<file path="config.mk">
export PLATFORM = sky130hd
export DESIGN_NAME = mux16_scan_seq
export DESIGN_NICKNAME = d
export VERILOG_FILES = /design/src/rtl/mux_scan_pkg.sv /design/src/rtl/mux_scan_next_chan.sv /design/src/rtl/mux16_scan_seq.sv
export SDC_FILE = /design/constraint.sdc
export NUM_CORES = 1
export LEC_CHECK = 0
export CORE_ASPECT_RATIO = 1.5
export CORE_UTILIZATION = 50
export DETAILED_ROUTE_END_ITERATION = 10
export GPL_ROUTABILITY_DRIVEN = 0
export PLACE_DENSITY = 0.77
export SETUP_SLACK_MARGIN = 0.5
export SYNTH_ARGS = -nofsm -noshare
export SYNTH_HDL_FRONTEND = slang
export SYNTH_SLANG_ARGS = --single-unit
</file>
<file path="constraint.sdc">
create_clock -name clk -period 2.42 [get_ports clk]
set_input_delay 0.484 -clock clk [delete_from_list [all_inputs] [get_ports clk]]
set_output_delay 0.484 -clock clk [all_outputs]
set_load 0.02 [all_outputs]
</file>
<file path="src/rtl/mux_scan_pkg.sv">
// Shared constants and FSM state type for the 16:1 mux scan sequencer.
package mux_scan_pkg;
    localparam int NUM_CH = 16;
    localparam int SEL_W  = 4;

    typedef enum logic [1:0] {
        IDLE   = 2'd0,
        SETTLE = 2'd1,
        SAMPLE = 2'd2,
        DONE   = 2'd3
    } state_t;
endpackage

</file>
<file path="src/rtl/mux_scan_next_chan.sv">
// Channel-mask search for the scan sequencer; built only when MUX_SCAN_MASK_EN is defined.
// Returns the next set channel above i_ch and the lowest set channel of the mask.
`ifdef MUX_SCAN_MASK_EN
module mux_scan_next_chan
    import mux_scan_pkg::*;
(
    input  logic [NUM_CH-1:0] i_mask,
    input  logic [SEL_W-1:0]  i_ch,
    output logic [SEL_W-1:0]  o_next,
    output logic              o_none_left,
    output logic [SEL_W-1:0]  o_first
);
    // Descending walk: the last hit written is the lowest qualifying index.
    always_comb begin
        o_next      = '0;
        o_none_left = 1'b1;
        o_first     = '0;
        for (int i = NUM_CH - 1; i >= 0; i--) begin
            if (i_mask[i] && (i > int'(i_ch))) begin
                o_next      = SEL_W'(i);
                o_none_left = 1'b0;
            end
            if (i_mask[i]) begin
                o_first = SEL_W'(i);
            end
        end
    end
endmodule
`endif

</file>
<file path="src/rtl/mux16_scan_seq.sv">
// Scan sequencer around the 16:1 mux: steps the select, samples mux_out, emits a 16-bit frame.
// Optional channel masking is enabled by defining MUX_SCAN_MASK_EN.
module mux16_scan_seq
    import mux_scan_pkg::*;
#(
    parameter int SETTLE_CYCLES = 1
)
(
    input  logic              clk,
    input  logic              rst_n,
    input  logic              start,
    input  logic              clr,
    input  logic              mux_out,
    output logic [SEL_W-1:0]  mux_sel,
    output logic              busy,
    output logic              frame_valid,
    input  logic              frame_ready,
    output logic [NUM_CH-1:0] frame_data
`ifdef MUX_SCAN_MASK_EN
    ,
    input  logic [NUM_CH-1:0] chan_mask
`endif
);
    localparam logic [3:0] SETTLE_LAST = (SETTLE_CYCLES > 0) ? 4'(SETTLE_CYCLES - 1) : 4'd0;
    localparam state_t     AFTER_CH    = (SETTLE_CYCLES == 0) ? SAMPLE : SETTLE;

    state_t              r_state, w_state_nxt;
    logic [SEL_W-1:0]    r_ch, w_ch_nxt;
    logic [3:0]          r_cnt, w_cnt_nxt;
    logic [NUM_CH-1:0]   r_frame, w_frame_nxt;

    logic [SEL_W-1:0]    w_ch_next;
    logic [SEL_W-1:0]    w_ch_first;
    logic                w_last;
    logic                w_empty;

`ifdef MUX_SCAN_MASK_EN
    logic [NUM_CH-1:0]   r_mask;
    logic [NUM_CH-1:0]   w_scan_mask;

    // In IDLE the incoming mask picks the first channel while it is being latched.
    assign w_scan_mask = (r_state == IDLE) ? chan_mask : r_mask;
    assign w_empty     = ~|chan_mask;

    mux_scan_next_chan u_next_chan (
        .i_mask      (w_scan_mask),
        .i_ch        (r_ch),
        .o_next      (w_ch_next),
        .o_none_left (w_last),
        .o_first     (w_ch_first)
    );

    always_ff @(posedge clk or negedge rst_n) begin
        if (!rst_n) begin
            r_mask <= '0;
        end else if (!clr && (r_state == IDLE) && start) begin
            r_mask <= chan_mask;
        end
    end
`else
    assign w_ch_next  = r_ch + 1'b1;
    assign w_last     = (r_ch == SEL_W'(NUM_CH - 1));
    assign w_ch_first = '0;
    assign w_empty    = 1'b0;
`endif

    always_ff @(posedge clk or negedge rst_n) begin
        if (!rst_n) begin
            r_state <= IDLE;
            r_ch    <= '0;
            r_cnt   <= '0;
            r_frame <= '0;
        end else begin
            r_state <= w_state_nxt;
            r_ch    <= w_ch_nxt;
            r_cnt   <= w_cnt_nxt;
            r_frame <= w_frame_nxt;
        end
    end

    always_comb begin
        w_state_nxt = r_state;
        w_ch_nxt    = r_ch;
        w_cnt_nxt   = r_cnt;
        w_frame_nxt = r_frame;
        if (clr) begin
            w_state_nxt = IDLE;
            w_ch_nxt    = '0;
            w_cnt_nxt   = '0;
            w_frame_nxt = '0;
        end else begin
            case (r_state)
                IDLE: begin
                    if (start) begin
                        w_frame_nxt = '0;
                        w_ch_nxt    = w_ch_first;
                        w_cnt_nxt   = '0;
                        w_state_nxt = w_empty ? DONE : AFTER_CH;
                    end
                end
                SETTLE: begin
                    if (r_cnt == SETTLE_LAST) begin
                        w_state_nxt = SAMPLE;
                    end else begin
                        w_cnt_nxt = r_cnt + 4'd1;
                    end
                end
                SAMPLE: begin
                    w_frame_nxt[r_ch] = mux_out;
                    if (w_last) begin
                        w_state_nxt = DONE;
                    end else begin
                        w_ch_nxt    = w_ch_next;
                        w_cnt_nxt   = '0;
                        w_state_nxt = AFTER_CH;
                    end
                end
                DONE: begin
                    if (frame_ready) begin
                        w_state_nxt = IDLE;
                        w_ch_nxt    = '0;
                    end
                end
                default: begin
                    w_state_nxt = IDLE;
                end
            endcase
        end
    end

    // The channel register is the select, so it only moves on clock edges.
    assign mux_sel     = r_ch;
    assign busy        = (r_state == SETTLE) || (r_state == SAMPLE);
    assign frame_valid = (r_state == DONE);
    assign frame_data  = r_frame;
endmodule

</file>
==> summary.md, run 1 <==
| Metric | Value |
|---|---|
| Cell Area, Synth | `1460 µm²` |
| Dominant cell type by area after synthesis | `dfrtp_1` |
| Clock-pin slew on the worst setup and hold paths | `90 ps` |
| Crit. path cell count | `1` |
| Post-synthesis cell type count | `32` |
| Total power draw | `1.17 mW` |
| Hold Crit Class | `flop to flop` |
| Crit. Startpoint | `mux_sel[2]` |
| Total GRT Usage | `0.235` |
| Core area | `2710 µm²` |
| Initial antenna violation count | `0` |
| Max Cap Violations | `0` |
| CP Data Required Time | `1940 ps` |
| Via count | `1308` |
| Worst Path Max Fanout | `12` |
| Syn Area/Cell | `9.21 µm²` |
| Antenna cells | `0` |
| Sequential area share after synthesis | `0.447` |
| Comb power frac | `0.354` |
| WL final | `3320 µm` |
| Unrepaired setup endpoints after global routing | `yes` |
| Cell Int Power | `762 µW` |
| Grt ovf | `0` |
| Area share of the largest cell type after synthesis | `0.447` |
| Routed WL per cell | `14.8 µm` |
| Clock sink total | `26` |
| Worst Path Arrival | `1390 ps` |
| Routed vias/inst | `5.84` |
| Clock power share | `0.238` |
| Psw | `412 µW` |
| Area growth syn-to-layout | `28.1%` |
| Highest Signal Layer | `met4` |
| Final setup viols | `0` |
| Global-route wire length before repair | `5440 µm` |
| ANT nets after route | `0` |
| Leak pwr | `0.835 nW` |
| Final min period | `1880 ps` |
| Layout cells sized above 1 | `0.123` |
| Power per cell area | `630 nW/µm²` |
| Detail Placement HPWL | `2490 µm` |
| Delay-heaviest family, CP | `buffers and inverters` |
| Number of buffers created by CTS | `3` |
| Die width | `46.0 µm` |
| Port bufs | `27` |
| Worst r2r dst | `r_cnt[0]` |
| Clk root buf | `clkbuf_8` |
| Die area | `3130 µm²` |
| R2R cell count | `5` |
| Largest net degree at the start of global routing | `27` |
| Max Slew Vio Count | `0` |
| Peak VDD IR | `0.528 mV` |
| Switching part of the total | `0.351` |
| CTS tree | `done` |
| FF+latch count, synth | `26` |
| WL met1 | `1260 µm` |
| Vias in the first global route | `1247` |
| Final hold violations | `0` |
| Iter 0 DRT Violations | `75` |
| Max Freq | `533 MHz` |
| Initial DRT Pass Iterations | `4` |
| Crit-path cells | `clkdlybuf4s50_1` |
| # H-tree levels | `1` |
| Placement row count | `23` |
| Layout Skew | `5.27 ps` |
| Period utilization | `0.776` |
| Crit. End Element | `output pin` |
| I/O pin cnt | `28` |
| Starting Density | `0.538` |
| Residual DRC | `0` |
| Clock tree buffer depth | `2` |
| Sequential fraction of design power | `0.408` |
| Slowest stage cell on the critical path | `clkdlybuf4s50_1` |
| Synth Instances | `158` |
| # fillers | `231` |
| Die Ht | `68.1 µm` |
| Ys Warns | `0` |
| WL met3 | `124 µm` |
| CP endpoint | `mux_sel[2]` |
| Worst-Margin Slew | `541 ps` |
| Setup Total Neg Slack | `0 ps` |
| Largest stage delay, worst path | `640 ps` |
| R2r setup slk | `610 ps` |
| Synth top area cells | `dfrtp_1 45%, o21ai_0 12%, ha_1 8.6%, a21oi_1 6.9%, nor2b_1 3.0%` |
| Startpoint Class | `flop` |
| Critical R2R Launch | `mux_sel[1]` |
| Post-Syn Nets | `174` |
| Worst-Skew Late Latency | `270 ps` |
| Relative slew slack | `0.639` |
| Post-route cell area | `1860 µm²` |
| Total Nets Final | `204` |
| Dpl cell area | `1760 µm²` |
| Crit path kind | `flop to output pin` |
| Metal2 WL | `1840 µm` |
| Status | `complete, no violations` |
| Buf+Inv Stages, Crit Path | `1` |
| Cts hold-fix bufs | `0` |
-- worst min path at each step --
stage / from / endpoint / slack (ps) / cells after the start
finish: frame_data[10] / frame_data[10] / 510 / 2
global route: frame_data[8] / frame_data[8] / 540 / 2
CTS: frame_data[11] / frame_data[11] / 520 / 2
detailed placement: frame_data[11] / frame_data[11] / 500 / 2
global placement: frame_data[12] / frame_data[12] / 490 / 2
floorplan: rst_n / frame_data[0] / 190 / 0
-- registers in the layout, indices dropped and copies added (netlist names) --
register    count
frame_data     16
mux_sel         4
r_cnt           4
r_state         2
-- placed cells by master (no fill, tap or decap), types with 4 or more instances in the layout --
| cell type | Yosys | routed |
|---|---|---|
| a21oi_1 | 20 | 19 |
| nor2b_1 | 7 | 5 |
| buf_4 | 0 | 4 |
| clkbuf_8 | 0 | 4 |
| nor2_1 | 5 | 5 |
| dfrtp_1 | 26 | 23 |
| nand3_1 | 4 | 4 |
| clkdlybuf4s50_1 | 0 | 23 |
| nand2_1 | 8 | 8 |
| ha_1 | 10 | 9 |
| inv_1 | 7 | 6 |
| o21ai_0 | 34 | 34 |
| nand2b_1 | 5 | 5 |
-- cell families (layout without fill, tap and decap cells) --
group	count (synthesis)	in the layout	share of synthesized area
DFF	26	26	0.447
buffers and inverters	13	42	0.0361
adders and majority gates	10	10	0.0860
muxes	1	1	0.00774
AOI/OAI and AO/OA	64	64	0.256
xor gates and xnor gates	1	1	0.00602
and+or+nand+nor	43	43	0.161
-- layer usage --
layer,vias up,track usage
li1,618,-
met1,628,0.257
met2,51,0.440
met3,11,0.0264
met4,0,0.0956
met5,-,0
-- cell usage after synthesis --
| cell type | instances |
|---|---|
| and2_1 | 2 |
| nor3b_1 | 1 |
| ha_1 | 10 |
| a22o_1 | 1 |
| a211o_1 | 1 |
| a2111oi_2 | 1 |
| nand3_1 | 4 |
| o31ai_2 | 1 |
| buf_2 | 3 |
| a21oi_1 | 20 |
| xnor2_1 | 1 |
| or3_1 | 3 |
| nor3_1 | 3 |
| o31ai_1 | 1 |
| nor2b_1 | 7 |
| nor2_1 | 5 |
| inv_1 | 7 |
| a311oi_1 | 1 |
| a221o_1 | 1 |
| a211oi_2 | 1 |
| and4_1 | 1 |
| and3_1 | 2 |
| o21ai_0 | 34 |
| a31o_2 | 1 |
| nand2b_1 | 5 |
| dfrtp_1 | 26 |
| clkbuf_1 | 3 |
| or2_2 | 1 |
| or3b_1 | 1 |
| a32o_1 | 1 |
| mux2_2 | 1 |
| nand2_1 | 8 |
-- final cells by class --
cell class / count / area, µm² / share of cell area
Tap cell: 37 / 46.3 / 0.0248
Sequential cell: 26 / 654 / 0.351
Inverter: 7 / 26.3 / 0.0141
Multi-Input combinational cell: 119 / 783 / 0.420
Clock buffer: 4 / 55.1 / 0.0295
Timing Repair Buffer: 31 / 299 / 0.160
-- through the flow --
step           utilization  worst slack [ps]  instances  hold WS [ps]
2_1_floorplan            -               617        158           188
3_5_place_dp         0.651               194        218           500
4_1_cts              0.675               445        223           522
5_1_grt              0.689               463        224           538
6_report             0.689               542        224           515
3_3_place_gp         0.651               292        218           493
-- what timing repair did --
item                       CTS  global route
setup endpoints to repair   21            24
buffers inserted             1             1
resized for setup            5            11
pin swaps                    1             1
-- power by group through the flow --
stage / combinational (mW) / clock, mW / sequential [mW]
finish: 0.416 / 0.279 / 0.479
global route: 0.459 / 0.291 / 0.484
CTS: 0.384 / 0.283 / 0.476
detailed placement: 0.381 / 0 / 0.485
global placement: 0.365 / 0 / 0.484
floorplan: 0.271 / 0 / 0.485
Note: power is estimated with default switching activity, not from simulation.
==> inputs of run 2 (changes only) <==
--- a/config.mk
+++ b/config.mk
@@ -6,10 +6,10 @@
 export NUM_CORES = 1
 export LEC_CHECK = 0
 export CORE_ASPECT_RATIO = 1.5
-export CORE_UTILIZATION = 50
+export CORE_UTILIZATION = 46
 export DETAILED_ROUTE_END_ITERATION = 10
 export GPL_ROUTABILITY_DRIVEN = 0
-export PLACE_DENSITY = 0.77
+export PLACE_DENSITY = 0.75
 export SETUP_SLACK_MARGIN = 0.5
 export SYNTH_ARGS = -nofsm -noshare
 export SYNTH_HDL_FRONTEND = slang
==> constraint.sdc (replaced) <==
create_clock -name clk -period 1.55 [get_ports clk]
set_input_delay 0.31 -clock clk [delete_from_list [all_inputs] [get_ports clk]]
set_output_delay 0.31 -clock clk [all_outputs]
set_load 0.02 [all_outputs]
==> summary.md, run 2 (synthesized netlist as in run 1, its figures left out) <==
| Metric | Value |
|---|---|
| CP Data Required Time | `1710 ps` |
| Crit. Startpoint | `r_state[0]` |
| Leak pwr | `1.17 nW` |
| Final min period | `1720 ps` |
| Port bufs | `27` |
| Max Slew Vio Count | `0` |
| Total GRT Usage | `0.284` |
| Largest net degree at the start of global routing | `27` |
| Status | `complete, but fails checks` |
| Total Nets Final | `238` |
| Placement row count | `24` |
| Clock-pin slew on the worst setup and hold paths | `90 ps` |
| R2R cell count | `6` |
| Peak VDD IR | `1.05 mV` |
| Number of buffers created by CTS | `3` |
| ANT nets after route | `0` |
| CTS tree | `done` |
| Layout cells sized above 1 | `0.557` |
| Worst setup margin | `-174 ps` |
| Layout Skew | `6.22 ps` |
| Die area | `3400 µm²` |
| Worst-Skew Late Latency | `280 ps` |
| Most common cell after layout, fill and taps aside | `buf_4` |
| Grt ovf | `0` |
| Clk root buf | `clkbuf_8` |
| Die width | `47.9 µm` |
| Routed WL per cell | `18.2 µm` |
| Final hold violations | `0` |
| Worst Path Max Fanout | `4` |
| Relative slew slack | `0.668` |
| Starting Density | `0.489` |
| Pre-CTS setup slack | `-363 ps` |
| Startpoint Class | `flop` |
| Crit path kind | `flop to flop` |
| Iter 0 DRT Violations | `71` |
| Vias in the first global route | `1542` |
| Global-route wire length before repair | `6930 µm` |
| Antenna cells | `0` |
| Residual DRC | `0` |
| Initial DRT Pass Iterations | `4` |
| Period utilization | `1.11` |
| Worst-Margin Slew | `497 ps` |
| Most frequent cells in the layout | `30 x buf_4, 28 x buf_6, 22 x dfrtp_1` |
| Max reg flops | `16` |
| R2r setup slk | `-170 ps` |
| Max Cap Violations | `0` |
| Area growth syn-to-layout | `68.9%` |
| Worst Path Arrival | `1890 ps` |
| Hold Crit Class | `input port to async pin` |
| Crit. End Element | `flop` |
| Via count | `1529` |
| Max Freq | `580 MHz` |
| Final core utilization | `0.827` |
| Cts hold-fix bufs | `0` |
| Core area | `2970 µm²` |
| Die Ht | `70.9 µm` |
| Unrepaired setup endpoints after global routing | `yes` |
| Worst r2r dst | `mux_sel[3]` |
| Critical R2R Launch | `r_state[0]` |
| Violated checks | `setup timing` |
| Fin Hold WS | `404 ps` |
| # H-tree levels | `1` |
| Final setup viols | `26` |
| Detail Placement HPWL | `2960 µm` |
| Clock sink total | `26` |
| Clock tree buffer depth | `2` |
| WL final | `4740 µm` |
| Routed vias/inst | `5.88` |
| Initial antenna violation count | `0` |
| I/O pin cnt | `28` |
| Power per cell area | `1040 nW/µm²` |
## run 2: cell count changes in the layout (fill, tap and decap cells not counted), sizes merged
cell           change
dlymetal6s2s       -1
clkdlybuf4s50     -19
dlygate4sd2        -1
buf               +56
clkbuf             -1
## run 2: how the worst max path moves through the flow
stage | endpoint | slack (ps) | cells after the start
floorplan | r_cnt[0] | -60 | 5
global placement | r_cnt[2] | -290 | 5
detailed placement | r_cnt[2] | -360 | 5
CTS | r_cnt[3] | -130 | 7
global route | mux_sel[3] | -220 | 6
finish | mux_sel[3] | -170 | 6
## run 2: per-layer routing
layer  share of wire  track usage
met5               0            0
met1            0.34        0.316
met4           0.044        0.170
met2            0.56        0.483
met3           0.051       0.0306
## run 2: final cells by class
class                           count  area (µm²)
Multi-Input combinational cell    119        1050
Sequential cell                    26         656
Timing Repair Buffer               65         618
Fill cell                         147         515
Clock buffer                        4        55.1
Tap cell                           39        48.8
Inverter                            7        31.3
## run 2: what timing repair did
item / 4_1_cts / 5_1_grt
resized for setup: 171 / 43
cloned: 0 / 1
setup buffers: 9 / 4
endpoints found under the setup margin: 48 / 48
endpoints found under the hold margin: 0 / 0
pin swaps: 21 / 15
## run 2: critical path, stage by stage (launching register included)
cell     delay, ps
dfrtp_2        470
buf_6          140
ha_4           160
nor2b_4        140
o31ai_4        270
nand2_2        100
a221o_1        320
## run 2: per-stage QoR
| stage | cells | power (mW) | area (µm²) | setup TNS [ps] |
|---|---|---|---|---|
| 4_1_cts | 255 | 2.33 | 2310 | -914 |
| 6_report | 260 | 2.56 | 2460 | -1970 |
| 2_1_floorplan | 158 | 1.32 | 1550 | -176 |
| 3_5_place_dp | 242 | 1.64 | 2040 | -6470 |
| 3_3_place_gp | 242 | 1.61 | 2040 | -5150 |
| 5_1_grt | 260 | 2.68 | 2460 | -3060 |
## run 2: where the power goes
part / switching [mW] / internal (mW)
sequential: 0.0606 / 0.710
clock: 0.225 / 0.228
combinational: 0.628 / 0.710
total: 0.914 / 1.65
